--- src/rtl/lcd_bus_responder.sv ---
// HD44780-compatible 16x2 LCD bus responder: decodes en/rs/rw/D cycles from the
// display driver and mirrors DDRAM into a 256-bit frame buffer.
module lcd_bus_responder #(
  parameter int unsigned BUSY_CYCLES  = 4,
  parameter int unsigned CLEAR_CYCLES = 16
) (
  input  logic         clk,
  input  logic         reset,
  input  logic         en,
  input  logic         rs,
  input  logic         rw,
  input  logic [7:0]   d_in,
  output logic [7:0]   d_out,
  output logic         d_oe,
  output logic [255:0] message,
  output logic         frame_valid,
  output logic         busy,
  output logic         disp_on,
  output logic         err
);

  localparam int unsigned N_CHARS = 32;
  localparam int unsigned MAX_CYC = (BUSY_CYCLES > CLEAR_CYCLES) ? BUSY_CYCLES : CLEAR_CYCLES;
  localparam int unsigned CNT_W   = $clog2(MAX_CYC + 1);

  logic             en_s1_q, en_s2_q, en_s3_q;
  logic             rs_s1_q, rs_s2_q, rw_s1_q, rw_s2_q;
  logic [7:0]       d_s1_q, d_s2_q;

  logic [6:0]       ac_q, ac_d;
  logic             id_q, id_d;
  logic             cg_q, cg_d;
  logic             disp_on_q, disp_on_d;
  logic [7:0]       ddram_q [N_CHARS];
  logic [7:0]       ddram_d [N_CHARS];
  logic [CNT_W-1:0] cnt_q, cnt_d;
  logic             busy_q, busy_d;
  logic             fv_q, fv_d;
  logic             err_q, err_d;
  logic             d_oe_q, d_oe_d;
  logic [7:0]       d_out_q, d_out_d;

  logic             rise, fall, vis, addr_ok;
  logic [4:0]       idx;
  logic [7:0]       rd_char;

  // AC walks line 1 (0x00-0x27) then line 2 (0x40-0x67), wrapping both ways
  function automatic logic [6:0] ac_step(input logic [6:0] ac, input logic inc);
    if (inc) begin
      if (ac == 7'h27)      ac_step = 7'h40;
      else if (ac == 7'h67) ac_step = 7'h00;
      else                  ac_step = ac + 7'd1;
    end else begin
      if (ac == 7'h00)      ac_step = 7'h67;
      else if (ac == 7'h40) ac_step = 7'h27;
      else                  ac_step = ac - 7'd1;
    end
  endfunction

  assign rise    = en_s2_q & ~en_s3_q;
  assign fall    = en_s3_q & ~en_s2_q;
  assign vis     = (ac_q[5:4] == 2'b00);
  assign idx     = {ac_q[6], ac_q[3:0]};
  assign rd_char = vis ? ddram_q[idx] : 8'h20;
  assign addr_ok = (d_s2_q[6:0] <= 7'h27) || ((d_s2_q[6:0] >= 7'h40) && (d_s2_q[6:0] <= 7'h67));

  always_comb begin
    ac_d      = ac_q;
    id_d      = id_q;
    cg_d      = cg_q;
    disp_on_d = disp_on_q;
    ddram_d   = ddram_q;
    cnt_d     = (cnt_q != '0) ? cnt_q - CNT_W'(1) : '0;
    fv_d      = 1'b0;
    err_d     = 1'b0;
    d_oe_d    = d_oe_q;
    d_out_d   = d_out_q;

    if (rise && rw_s2_q) begin
      d_oe_d  = 1'b1;
      d_out_d = rs_s2_q ? rd_char : {busy_q, ac_q};
    end

    if (fall) begin
      d_oe_d = 1'b0;
      if (rw_s2_q) begin
        if (rs_s2_q) ac_d = ac_step(ac_q, id_q);
      end else if (busy_q) begin
        err_d = 1'b1;
      end else if (rs_s2_q) begin
        cnt_d = CNT_W'(BUSY_CYCLES);
        if (!cg_q) begin
          if (vis) begin
            ddram_d[idx] = d_s2_q;
            fv_d         = 1'b1;
          end
          ac_d = ac_step(ac_q, id_q);
        end
      end else if (d_s2_q[7]) begin
        if (addr_ok) begin
          ac_d  = d_s2_q[6:0];
          cg_d  = 1'b0;
          cnt_d = CNT_W'(BUSY_CYCLES);
        end else begin
          err_d = 1'b1;
        end
      end else if (d_s2_q[6]) begin
        cg_d  = 1'b1;
        cnt_d = CNT_W'(BUSY_CYCLES);
      end else if (d_s2_q[5]) begin
        cnt_d = CNT_W'(BUSY_CYCLES);
      end else if (d_s2_q[4]) begin
        if (!d_s2_q[3]) ac_d = ac_step(ac_q, d_s2_q[2]);
        cnt_d = CNT_W'(BUSY_CYCLES);
      end else if (d_s2_q[3]) begin
        disp_on_d = d_s2_q[2];
        cnt_d     = CNT_W'(BUSY_CYCLES);
      end else if (d_s2_q[2]) begin
        id_d  = d_s2_q[1];
        cnt_d = CNT_W'(BUSY_CYCLES);
      end else if (d_s2_q[1]) begin
        ac_d  = 7'h00;
        cg_d  = 1'b0;
        cnt_d = CNT_W'(CLEAR_CYCLES);
      end else if (d_s2_q[0]) begin
        for (int i = 0; i < N_CHARS; i++) ddram_d[i] = 8'h20;
        ac_d  = 7'h00;
        id_d  = 1'b1;
        cg_d  = 1'b0;
        fv_d  = 1'b1;
        cnt_d = CNT_W'(CLEAR_CYCLES);
      end
    end

    busy_d = (cnt_d != '0);
  end

  always_ff @(posedge clk) begin
    if (!reset) begin
      en_s1_q   <= 1'b0;
      en_s2_q   <= 1'b0;
      en_s3_q   <= 1'b0;
      rs_s1_q   <= 1'b0;
      rs_s2_q   <= 1'b0;
      rw_s1_q   <= 1'b0;
      rw_s2_q   <= 1'b0;
      d_s1_q    <= 8'h00;
      d_s2_q    <= 8'h00;
      ac_q      <= 7'h00;
      id_q      <= 1'b1;
      cg_q      <= 1'b0;
      disp_on_q <= 1'b0;
      for (int i = 0; i < N_CHARS; i++) ddram_q[i] <= 8'h20;
      cnt_q     <= '0;
      busy_q    <= 1'b0;
      fv_q      <= 1'b0;
      err_q     <= 1'b0;
      d_oe_q    <= 1'b0;
      d_out_q   <= 8'h00;
    end else begin
      // rs/rw/d travel with en so the decode sees the values sampled with the edge
      en_s1_q   <= en;
      en_s2_q   <= en_s1_q;
      en_s3_q   <= en_s2_q;
      rs_s1_q   <= rs;
      rs_s2_q   <= rs_s1_q;
      rw_s1_q   <= rw;
      rw_s2_q   <= rw_s1_q;
      d_s1_q    <= d_in;
      d_s2_q    <= d_s1_q;
      ac_q      <= ac_d;
      id_q      <= id_d;
      cg_q      <= cg_d;
      disp_on_q <= disp_on_d;
      ddram_q   <= ddram_d;
      cnt_q     <= cnt_d;
      busy_q    <= busy_d;
      fv_q      <= fv_d;
      err_q     <= err_d;
      d_oe_q    <= d_oe_d;
      d_out_q   <= d_out_d;
    end
  end

  for (genvar g = 0; g < N_CHARS; g++) begin : g_msg
    assign message[8*(N_CHARS-1-g) +: 8] = ddram_q[g];
  end

  assign d_out       = d_out_q;
  assign d_oe        = d_oe_q;
  assign frame_valid = fv_q;
  assign busy        = busy_q;
  assign disp_on     = disp_on_q;
  assign err         = err_q;

endmodule

--- config.mk ---
export PLATFORM = sky130hd
export DESIGN_NAME = lcd_bus_responder
export DESIGN_NICKNAME = d
export VERILOG_FILES = /design/src/rtl/lcd_bus_responder.sv
export SDC_FILE = /design/constraint.sdc
export NUM_CORES = 1
export LEC_CHECK = 0
export CORE_UTILIZATION = 56
export DETAILED_ROUTE_END_ITERATION = 12
export HOLD_SLACK_MARGIN = 0.06
export PLACE_DENSITY = 0.86
export SLEW_MARGIN = 40
export SYNTH_ARGS = -nofsm -noshare
export SYNTH_HDL_FRONTEND = slang
export SYNTH_SLANG_ARGS = --single-unit
export TNS_END_PERCENT = 100
--- constraint.sdc ---
create_clock -name clk -period 3.55 [get_ports clk]
set_clock_uncertainty 0.05 [all_clocks]
set_input_delay 0.8875 -clock clk [delete_from_list [all_inputs] [get_ports clk]]
set_output_delay 0.8875 -clock clk [all_outputs]
set_load 0.05 [all_outputs]
# Word-level counts from Yosys, hierarchy flattened
# Cells that the tools add are included.
[classes]
add_sub_neg = 3
n_lt_le_gt_ge = 5
n_eq_ne = 26
n_mux = 81
bitwise_logic = 15
reduce_logical = 20
[op_table]
columns = ["op", "n"]
rows = [
  ["$mux 256", 11],
  ["$bwmux 256", 1],
  ["$mux 7", 21],
  ["$mux 5", 14],
  ["$bmux 8 s5", 1],
  ["$demux 8 s5", 1],
  ["$mux 8", 5],
  ["$mux 1", 27],
  ["$ne 2x2->1 const B", 10],
  ["$reduce_and 10->1", 2],
  ["$ne 4x2->1 const B", 4],
  ["$eq 7x7->1 const B", 2],
  ["$reduce_and 13->1", 1],
  ["$ne 3x1->1 const B", 4],
  ["$not 1->1", 12],
  ["$reduce_and 11->1", 1],
  ["$reduce_bool 5->1", 2],
  ["$reduce_and 9->1", 1],
  ["$add 7x1->7 const B", 1],
  ["$eq 7x6->1 const B", 1],
  ["$ge 7x7->1 const B", 1],
  ["$le 7x6->1 const B", 1],
  ["$le 7x7->1 const B", 1],
  ["$logic_not 7->1", 1],
  ["other kinds (18)", 24],
]
[word_totals]
register_bits = 306
inputBits = 13
output_inout_bits = 269
word_cells = 201

# Logic depth before layout (Yosys ltp)
# Gate-level depths: netlist of run 1.
[logic_depth]
word_depth = 15
ltp_mapped = 11
mapped_depth_nobuf = 8

# Worst setup path before layout of run 1
# OpenSTA, ideal clock, no wires.
[synth_timing]
path_kind = "register -> register"
startpoint = "register ac_q[0]"
endpoint = "register ac_q[3]"
setup_time_ps = 124
t_arrival_ps = 2065
required_ps = 3376
setup_slack_ps = 1311
path_stages_with_launch = 11
n_path_buf = 4
period_less_slack_ps = 2239
path_cell_list = "dfxtp_1 -> buf_6 -> buf_6 -> buf_6 -> inv_2 -> ha_1 -> buf_1 -> a211oi_1 -> a211o_1 -> a221oi_1 -> o32ai_1"
[synth_via]
elab_chain_len = 12
elab_cells_between_ends = 22
classes_between = "add/sub (2); eq/ne (3); mux (16); reduce/logical (1)"
[synth_lines]
columns = ["element", "line_no", "source"]
rows = [
  ["start: declaration", "30", "logic [6:0] ac_q, ac_d;"],
  ["start signal: assignment", "149", "ac_q <= 7'h00;"],
  ["start signal: assignment", "171", "ac_q <= ac_d;"],
  ["$sub 7x1->7, or another cell as far along", "56", "else ac_step = ac - 7'd1;"],
  ["$mux 7 (on tied branches)", "55, 51", ""],
  ["$mux 7 (on tied branches)", "54, 50", ""],
  ["$mux 7", "49", "if (inc) begin"],
  ["$mux 7", "113", "if (!d_s2_q[3]) ac_d = ac_step(ac_q, d_s2_q[2]);"],
  ["$mux 7", "112", "end else if (d_s2_q[4]) begin"],
  ["$mux 7", "110", "end else if (d_s2_q[5]) begin"],
  ["$mux 7", "107", "end else if (d_s2_q[6]) begin"],
  ["$mux 7", "99", "end else if (d_s2_q[7]) begin"],
  ["$mux 7", "90", "end else if (rs_s2_q) begin"],
  ["$mux 7", "88", "end else if (busy_q) begin"],
  ["$mux 7 *", "86", "if (rw_s2_q) begin"],
]
# Mark *: on every way between the ends. The rest lies on a longest branch, timed or not. The select of a mux whose other input is x is not followed.
# A chain may end at the register's enable or synchronous reset.

# Worst setup path in the final report of run 1
[layout_timing]
startpoint = "register ac_q[1]"
endpoint = "register ddram_q, in the netlist message[40]"
[layout_via]
elab_chain_len = 9
elab_cells_between_ends = 10
classes_between = "order compare (2); mux (6); bitwise (1); reduce/logical (1)"
[layout_lines]
columns = ["element", "line_no", "source"]
rows = [
  ["$not 5->6 (implied by the code) *", "94", "ddram_d[idx] = d_s2_q;"],
  ["$ge 6x6->1 (implied by the code) or $lt 6x1->1 (tied branches)", "94", ""],
  ["$logic_and 1x1->1 (implied by the code)", "94", ""],
  ["$mux 8 (implied by the code)", "94", ""],
  ["$demux 8 s5 *", "94", ""],
  ["$bwmux 256 *", "94", ""],
  ["$mux 256 *", "93", "if (vis) begin"],
  ["$mux 256 *", "92", "if (!cg_q) begin"],
  ["$mux 256 *", "90", ""],
  ["end signal: assignment", "175", "ddram_q <= ddram_d;"],
  ["end: declaration", "34", "logic [7:0] ddram_q [N_CHARS];"],
]
# Marked as above.

==> results by group, run 1 <==
Timing
  • Final hold slack: between 0.3 and 0.4 ns
  • Total Neg Setup Slack: 0 ns
  • Worst-Margin Slew: around 0.9 ns
  • Tcrit/Tclk final: between 80% and 90%
  • Fmax: about 330 MHz
  • Period minus WS final: 3.06 ns
  • # setup viols final: 0
  • Max-slew violation count: 0
  • Unrepaired setup endpoints after global routing: false
  • Final hold vios: 0
  • Slew HR: 41.6%

Clock tree
  • Hold_buf cts: 0
  • CTS tree: built
  • Clock Path Buffers: 3
  • CTS Buf Count: 30
  • Clock Root Buffer: clkbuf_16
  • Postcts setup bufs: 0
  • H-tree levels: 1
  • Clock Sink Count: 306
  • Resized cells post-CTS: 0
  • Clk slew on worst S/H paths: 0.07 ns
  • Clock latency on the worst-skew pair: 0.57 ns

Layout
  • Most common cell after layout, fill and taps aside: nor2_1
  • Final Core Density: 73.6%
  • Commonest non-fill, non-tap cells in the layout: nor2_1, dfxtp_1, clkdlybuf4s50_1, a22oi_1, nand2_1
  • Layout cells sized above 1: 10.6%
  • Area Growth Syn to Fin: 29.1%
  • Footprint of the multi-input gates: 7050 um^2
  • Fill count: 1684
  • Nets: 1753
  • Antenna cells: 0
  • FF/Latch Area: 6140 um^2

Worst hold path
  • Worst Hold Launch: rs_s1_q$_SDFF_PN0_
  • Hold Path End: rs_s2_q$_SDFF_PN0_
  • Hold WC Path Type: flip-flop to flip-flop
  • Worst hold path depth: 1

Power and ir drop
  • VDD IR-drop max: 0.000403 V
  • Total power per unit cell area: 407 nW/um^2
  • Total power draw: 7.26 mW
  • Static leakage: between 6 and 7 nW

Logic synthesis
  • Post-Synthesis Cells: about 1500
  • Yosys warns: 0
  • Sequential area share after synthesis: 44.3%
  • Synth Cell Area: ~14000 um^2
  • Yosys top cell by area: dfxtp_1
  • Syn Nets: 1535
  • Share of synthesized registers carrying an async set or reset: 0%
  • Top post-synthesis cells by area: dfxtp_1, a22oi_1, mux4_2, nor2_1, nand2_1
  • Syn_area_per_cell: 9.12 um^2
  • #FFs+latches synth: about 310
  • Synth top area share: around 44%
  • Most used DFF post-synth: dfxtp_1
  • EDFF count, synth: 0
  • Distinct cells, synth: 66

Floorplan
  • Die footprint: approximately 25000 um^2
  • Core Area: 24200 um^2
  • Initial core utilization: 57.0%
  • Die boundary height: ~160 um
  • I/O pin count: 282
  • DIE WIDTH: between 150 and 200 um
  • FP Rows: 57

GRT
  • M2 GR Usage: 61.4%
  • Initial antenna violation count: 1
  • GR Overflow Total: 0
  • GR Util met3: roughly a tenth
  • First-pass GRT wire length: 78800 um
  • GRT busiest layer: met2
  • Gr usage total: 39.4%
  • Largest net degree at the start of global routing: 108
  • Met1 Usage GRT: between 50% and 60%
  • Vias in the first global route: 13460

Worst setup path
  • R2R depth: 7
  • Worst reg2reg path endpoint: message[40]$_SDFFE_PN0P_
  • Critical Path Sink Type: flip-flop
  • Crit Path Class: flip-flop to flip-flop
  • Worst r2r src: ac_q[1]$_SDFFE_PN0P_
  • Internal reg-to-reg setup slack: about 0.5 ns
  • Worst Path Max Fanout: 46
  • CP arrival: 3.45 ns
  • Critical Path RT: 3.94 ns
  • Critical path startpoint category: flip-flop

Placed design
  • Port Buffers: about 280
  • Final HPWL DP: 35100 um
  • Gpl congestion: 0.996

Detailed routing
  • Routed wire length: 51200 um
  • Routed WL per cell: 24.6 um
  • Router iterations before antenna repair: 7
  • Via density: 6.73
  • # DRC: 0
  • Initial DRC Count: 2123
  • Detail Route Antenna Nets: 0
  • Via count: 14008

Run status
  • Status: finished clean

Job
  • Max cap viols: 0
## worst max-delay path: stages, from the launching register on
cell and delay (ns):
dfxtp_4 0.84, ha_1 0.55, nor2b_1 0.63, nand2_1 0.18
nand2_1 0.13, nand2_1 0.20, a22oi_1 0.28, nor2_1 0.06
## per-stage QoR
stage                     std cells  area (um^2)  setup WS (ns)
after floorplan                1516        13800           1.31
after global placement         2026        16800          0.672
after detailed placement       2026        16800          0.660
after CTS                      2081        17900          0.659
after global routing           2081        17900          0.440
final                          2081        17900          0.486
## how the worst max path moves through the flow
stage / start / to / slack [ns] / cells past startpoint
after detailed placement: ac_q[1]$_SDFFE_PN0P_ / message[175]$_SDFFE_PN0P_ / 0.66 / 7
after CTS: ac_q[1]$_SDFFE_PN0P_ / message[175]$_SDFFE_PN0P_ / 0.66 / 7
after global placement: ac_q[1]$_SDFFE_PN0P_ / message[175]$_SDFFE_PN0P_ / 0.67 / 7
after global routing: ac_q[1]$_SDFFE_PN0P_ / message[47]$_SDFFE_PN0P_ / 0.44 / 7
after floorplan: ac_q[0]$_SDFFE_PN0P_ / ac_q[3]$_SDFFE_PN0P_ / 1.31 / 10
final: ac_q[1]$_SDFFE_PN0P_ / message[40]$_SDFFE_PN0P_ / 0.49 / 7
## layout make-up
cell class / instances / area share, %
Multi-Input combinational cell: 1071 / 39.5
Sequential cell: 306 / 34.4
Timing Repair Buffer: 316 / 17.8
Clock buffer: 51 / 5.33
Tap cell: 324 / 2.27
Clock inverter: 4 / 0.533
Inverter: 9 / 0.217
## state kept, by name (all words and copies together), names as in the netlist
name	flops
d_out	8
id_q	1
d_oe	1
cg_q	1
cnt_q	5
err	1
busy	1
en_s1_q	1
rw_s1_q	1
en_s3_q	1
rs_s1_q	1
d_s1_q	8
message	256
rs_s2_q	1
rw_s2_q	1
ac_q	7
disp_on	1
frame_valid	1
en_s2_q	1
d_s2_q	8
## per-layer routing
| layer | wire (um) | vias to the layer above | part of all wire [%] |
|---|---|---|---|
| li1 | - | 5935 | - |
| met1 | 18700 | 6645 | 36 |
| met2 | 23000 | 1203 | 45 |
| met3 | 6730 | 223 | 13 |
| met4 | 2800 | 2 | 5.5 |
| met5 | 12 | - | 0.023 |
## logic make-up (layout without fill, tap and decap cells)
| logic type | after synthesis | in the layout | share of synthesized area, % |
|---|---|---|---|
| AO/OA/AOI/OAI | 414 | 414 | 20.7 |
| buffers and inverters | 139 | 380 | 4.74 |
| adder cells (fa/ha/maj) | 6 | 6 | 0.543 |
| multiplexers | 87 | 87 | 11.3 |
| AND/OR/NAND/NOR | 561 | 561 | 18.2 |
| flip-flops | 306 | 306 | 44.3 |
| XOR/XNOR | 3 | 3 | 0.190 |
## cell usage after synthesis, types with 5 or more instances
cell type and number:
mux2_2 6, clkbuf_1 61, nor2b_1 10, and2_1 28
o22ai_1 5, inv_1 8, nor3b_1 8, nand2_2 28
buf_1 6, a211oi_1 8, o211ai_1 5, nand3_1 25
buf_2 50, and3_1 12, ha_1 6, a221oi_1 5
a21oi_1 54, a22oi_1 230, a31oi_1 13, buf_6 6
mux2i_1 26, mux4_2 55, buf_4 7, nand2_1 87
nor3_1 11, or3_1 5, nor2_1 320, dfxtp_1 306
o21ai_0 52, nand2b_1 10
## power breakdown
group | switching [mW] | internal [mW] | total, mW
clock | 1.34 | 2.02 | 3.37
combinational | 0.230 | 0.132 | 0.362
sequential | 0.0604 | 3.47 | 3.53
total | 1.63 | 5.63 | 7.26
(Power assumes the default switching activity.)
==> inputs of run 2 (changes only) <==
Settings changed: CAP_MARGIN set to 20, CORE_UTILIZATION 56 to 47, HOLD_SLACK_MARGIN 0.06 to not set, PLACE_DENSITY 0.86 to 0.77.
Clock period 3.55 ns to 2.5 ns, I/O delays scaled along.
==> results by group, run 2 (same netlist as run 1, synthesis figures left out) <==
Run status
  • Status: finished clean

Clock tree
  • Hold_buf cts: 0
  • CTS Buf Count: 31
  • Clk slew on worst S/H paths: 0.06 ns
  • Clock latency on the worst-skew pair: 0.58 ns
  • Clock Root Buffer: clkbuf_16
  • Clock Sink Count: 306
  • CTS tree: built
  • Clock Path Buffers: 3
  • H-tree levels: 1

Detailed routing
  • Routed WL per cell: 23.9 um
  • Initial DRC Count: 2310
  • Router iterations before antenna repair: 8
  • Via count: 13980
  • Detail Route Antenna Nets: 0
  • Routed wire length: 52600 um
  • Via density: 6.35
  • # DRC: 0

Timing
  • Worst setup margin: 0.00114 ns
  • Final hold vios: 0
  • # setup viols final: 0
  • Max-slew violation count: 0
  • Fmax: 400 MHz
  • Tcrit/Tclk final: between 90% and 100%
  • Slew HR: 47.2%
  • Final hold slack: roughly 0.38 ns
  • Worst-Margin Slew: 0.782 ns
  • Period minus WS final: 2.50 ns
  • Total Neg Setup Slack: 0 ns

Floorplan
  • Die boundary height: 174 um
  • Initial core utilization: 47.9%
  • DIE WIDTH: approximately 170 um
  • Die footprint: 30100 um^2
  • I/O pin count: 282
  • Core Area: about 29000 um^2
  • FP Rows: 62

Worst setup path
  • Critical Path RT: 1.82 ns
  • R2R depth: 9
  • Family with the most delay on the worst path: buffers and inverters
  • Worst path bufs/invs: 1
  • WP depth: 1
  • Critical path startpoint category: flip-flop
  • Slowest cell on crit path: clkdlybuf4s50_1
  • Crit path capture: message[210]
  • Crit Path Class: flip-flop to primary output
  • Internal reg-to-reg setup slack: 0.12 ns
  • Worst r2r src: ac_q[0]$_SDFFE_PN0P_
  • Critical Path Sink Type: primary output
  • Worst path max stage delay: 0.83 ns
  • Worst Path Max Fanout: 3
  • Crit path cell chain: clkdlybuf4s50_1
  • CP arrival: 1.82 ns
  • Setup crit start: message[210]$_SDFFE_PN0P_
  • Worst reg2reg path endpoint: ac_q[3]$_SDFFE_PN0P_

Layout
  • FF/Latch Area: 6130 um^2
  • Footprint of the multi-input gates: between 7000 and 8000 um^2
  • Commonest non-fill, non-tap cells in the layout: nor2_1, dfxtp_1, a22oi_1, clkdlybuf4s50_1, buf_4
  • Area Growth Syn to Fin: 33.5%
  • Fill count: ~2400
  • Final Cell Area: 18500 um^2
  • Nets: about 1800
  • Most common cell after layout, fill and taps aside: nor2_1
  • Layout cells sized above 1: around 14%
  • Antenna cells: 0
  • Largest register FFs: roughly 260

GRT
  • Initial antenna violation count: 0
  • Met1 Usage GRT: 46.1%
  • Gr usage total: 33.6%
  • GRT busiest layer: met2
  • Vias in the first global route: 13203
  • GR Util met3: 5.81%
  • GR Overflow Total: 0
  • First-pass GRT wire length: 78900 um
  • Largest net degree at the start of global routing: 93
  • M2 GR Usage: 51.3%

Placed design
  • Final HPWL DP: 37000 um
  • Pre-CTS WS: -0.0717 ns
  • Gpl congestion: between 0.9 and 1
  • DP Area: 17200 um^2
  • Port Buffers: between 200 and 300

Power and ir drop
  • Total power per unit cell area: 555 nW/um^2
  • VDD IR-drop max: 0.000599 V
  • Static leakage: 6.99 nW

Job
  • Max cap viols: 0

Worst hold path
  • Hold WC Path Type: flip-flop to flip-flop
-- run 2: what timing repair did --
action	in CTS	in global routing
buffers inserted	1	10
gates resized for setup	17	51
setup endpoints to repair	18	52
-- run 2: how the worst min path moves through the flow --
| stage | start | to | cells after the start |
|---|---|---|---|
| final | rs_s1_q$_SDFF_PN0_ | rs_s2_q$_SDFF_PN0_ | 1 |
| after global routing | cnt_q[0]$_SDFF_PN0_ | cnt_q[0]$_SDFF_PN0_ | 1 |
| after CTS | cnt_q[0]$_SDFF_PN0_ | cnt_q[0]$_SDFF_PN0_ | 1 |
| after detailed placement | d_s1_q[1]$_SDFF_PN0_ | d_s2_q[1]$_SDFF_PN0_ | 1 |
| after global placement | rw_s1_q$_SDFF_PN0_ | rw_s2_q$_SDFF_PN0_ | 1 |
| after floorplan | d_s1_q[0]$_SDFF_PN0_ | d_s2_q[0]$_SDFF_PN0_ | 1 |
-- run 2: where the power goes --
group / leakage (nW) / internal, mW / switching, mW
logic: 4.01 / 0.219 / 0.373
clock network: 0.501 / 2.69 / 1.99
registers: 2.47 / 4.93 / 0.0482
total: 6.99 / 7.84 / 2.41
-- run 2: per-layer routing --
metal / routed length (um) / part of all wire (%)
met4: 2600 / 4.9
met5: 0 / 0
met1: 20500 / 39
met3: 6130 / 12
met2: 23400 / 44
-- run 2: metrics by stage --
stage | power [mW] | utilization (%) | instances
final | 10.3 | 64.0 | 2203
after global routing | 10.5 | 64.0 | 2203
after CTS | 10.2 | 63.2 | 2193
after detailed placement | 5.65 | 59.7 | 2136
after global placement | 5.64 | 59.7 | 2136
after floorplan | 5.47 | - | 1516
-- run 2: layout make-up --
type / count / share of cell area (%)
timing repair buffer: 377 / 20.3
clock inverter: 11 / 0.610
multi-input combinational: 1071 / 38.2
clock buffer: 45 / 4.87
tap: 384 / 2.60
sequential: 306 / 33.2
inverter: 9 / 0.210
==> inputs of run 3 (changes only) <==
Settings changed: CORE_UTILIZATION 47 to 56, PLACE_DENSITY 0.77 to 0.86.
Clock period 2.5 ns to 3.07 ns, I/O delays scaled along.
==> results by group, run 3 (same netlist as run 1, synthesis figures left out) <==
Timing
  • Fmax: 356 MHz
  • Period minus WS final: 2.81 ns
  • # setup viols final: 0
  • Unrepaired setup endpoints after global routing: false
  • Max-slew violation count: 0
  • Final hold vios: 0
  • Worst-Margin Slew: roughly 0.8 ns
  • Slew HR: 46.0%
  • Total Neg Setup Slack: 0 ns
  • Tcrit/Tclk final: 91.5%

Detailed routing
  • Router iterations before antenna repair: 9
  • Detail Route Antenna Nets: 0
  • # DRC: 0
  • Via density: 6.66
  • Routed wire length: a little over 50000 um
  • Initial DRC Count: 2084
  • Routed WL per cell: between 20 and 25 um
  • Via count: 14007

Layout
  • Largest register FFs: 256
  • Area Growth Syn to Fin: 30.2%
  • Commonest non-fill, non-tap cells in the layout: nor2_1, dfxtp_1, clkdlybuf4s50_1, a22oi_1, nand2_1
  • Final Non-Filler Cells: about 2100
  • Layout cells sized above 1: about an eighth
  • FF/Latch Area: between 6000 and 7000 um^2
  • Antenna cells: 0
  • Nets: between 1500 and 2000
  • Most common cell after layout, fill and taps aside: nor2_1
  • Fill count: 1708
  • Footprint of the multi-input gates: about 7000 um^2

Worst setup path
  • Critical Path RT: 2.25 ns
  • Critical path startpoint category: flip-flop
  • Worst path bufs/invs: 1
  • Crit path cell chain: clkdlybuf4s50_1
  • Family with the most delay on the worst path: buffers and inverters
  • CP arrival: just under 2 ns
  • Critical Path Sink Type: primary output
  • Worst Path Max Fanout: 9
  • Worst path max stage delay: 0.88 ns
  • Crit Path Class: flip-flop to primary output
  • Slowest cell on crit path: clkdlybuf4s50_1

Power and ir drop
  • VDD IR-drop max: 0.000495 V
  • Static leakage: 6.14 nW
  • Total power per unit cell area: 472 nW/um^2

Clock tree
  • Clk slew on worst S/H paths: approximately 0.060 ns
  • Hold_buf cts: 0
  • H-tree levels: 1
  • Clock Root Buffer: clkbuf_16
  • CTS Buf Count: 31
  • Clock Sink Count: 306
  • Clock latency on the worst-skew pair: 0.57 ns
  • Resized cells post-CTS: 0
  • Clock Path Buffers: 3
  • CTS tree: built
  • Postcts setup bufs: 0

GRT
  • GRT busiest layer: met2
  • Gr usage total: between 30 and 40%
  • Largest net degree at the start of global routing: ~120
  • First-pass GRT wire length: between 70000 and 80000 um
  • GR Overflow Total: 0
  • M2 GR Usage: 61.1%
  • Met1 Usage GRT: 51.7%
  • GR Util met3: 8.13%
  • Initial antenna violation count: 0
  • Vias in the first global route: 13168

Placed design
  • Gpl congestion: 0.984
  • Final HPWL DP: 35300 um
  • Post-placement cell count: 2045
  • Port Buffers: 281

Run status
  • Status: finished clean

Floorplan
  • DIE WIDTH: 159 um
  • I/O pin count: 282
  • Core Area: around 24000 um^2
  • FP Rows: 57
  • Initial core utilization: 57.0%
  • Die footprint: 25300 um^2
  • Die boundary height: 159 um

Job
  • Max cap viols: 0

Worst hold path
  • Hold WC Path Type: flip-flop to flip-flop
-- run 3: cell count changes in the layout (fill, tap and decap cells not counted), sizes merged --
cell / change
clkinvlp: +1
dlymetal6s2s: -51
clkbuf: -2
clkdlybuf4s50: +69
bufinv: +2
buf: -43
dlygate4sd2: -17
-- run 3: layout make-up --
cell class	count	share of cell area, %
repair buffers	335	18.3
inverters	9	0.216
flip-flops and latches	306	34.1
multi-input cells	1071	39.2
clock inverters	14	1.02
clock buffers	43	4.95
well taps	324	2.25
-- run 3: stage by stage --
step / instance area, um^2 / setup WS [ns] / total power [mW] / utilization, % / hold WS, ns
after global routing: 18000 / 0.203 / 8.70 / 74.2 / 0.390
after CTS: 18000 / 0.252 / 8.48 / 74.2 / 0.386
after floorplan: 13800 / 0.831 / 4.46 / - / 0.362
final: 18000 / 0.262 / 8.50 / 74.2 / 0.381
after detailed placement: 16900 / 0.611 / 4.59 / 69.8 / 0.372
after global placement: 16900 / 0.647 / 4.57 / 69.8 / 0.372
-- run 3: path summary, 6_finish.rpt --
path / startpoint / endpoint / slack, ns / cells after the start
max: busy$_SDFF_PN0_ / busy / 0.26 / 1
min: rs_s1_q$_SDFF_PN0_ / rs_s2_q$_SDFF_PN0_ / 0.38 / 1
max reg2reg: ac_q[0]$_SDFFE_PN0P_ / ac_q[6]$_SDFFE_PN0P_ / 0.58 / 8
min reg2reg: rs_s1_q$_SDFF_PN0_ / rs_s2_q$_SDFF_PN0_ / 0.38 / 1
-- run 3: report_power, final --
part           internal [mW]  switching, mW  total, mW
clock network           2.36           1.62       3.98
registers               4.01         0.0694       4.08
logic                  0.160          0.277      0.437
total                   6.53           1.97       8.50
-- run 3: routing by layer --
metal | wire length, um | share of wire [%] | up-vias
met2 | 22800 | 45 | 1117
met3 | 6280 | 12 | 205
met4 | 2690 | 5.3 | 0
met5 | 0 | 0 | -
met1 | 18900 | 37 | 6692
li1 | - | - | 5993
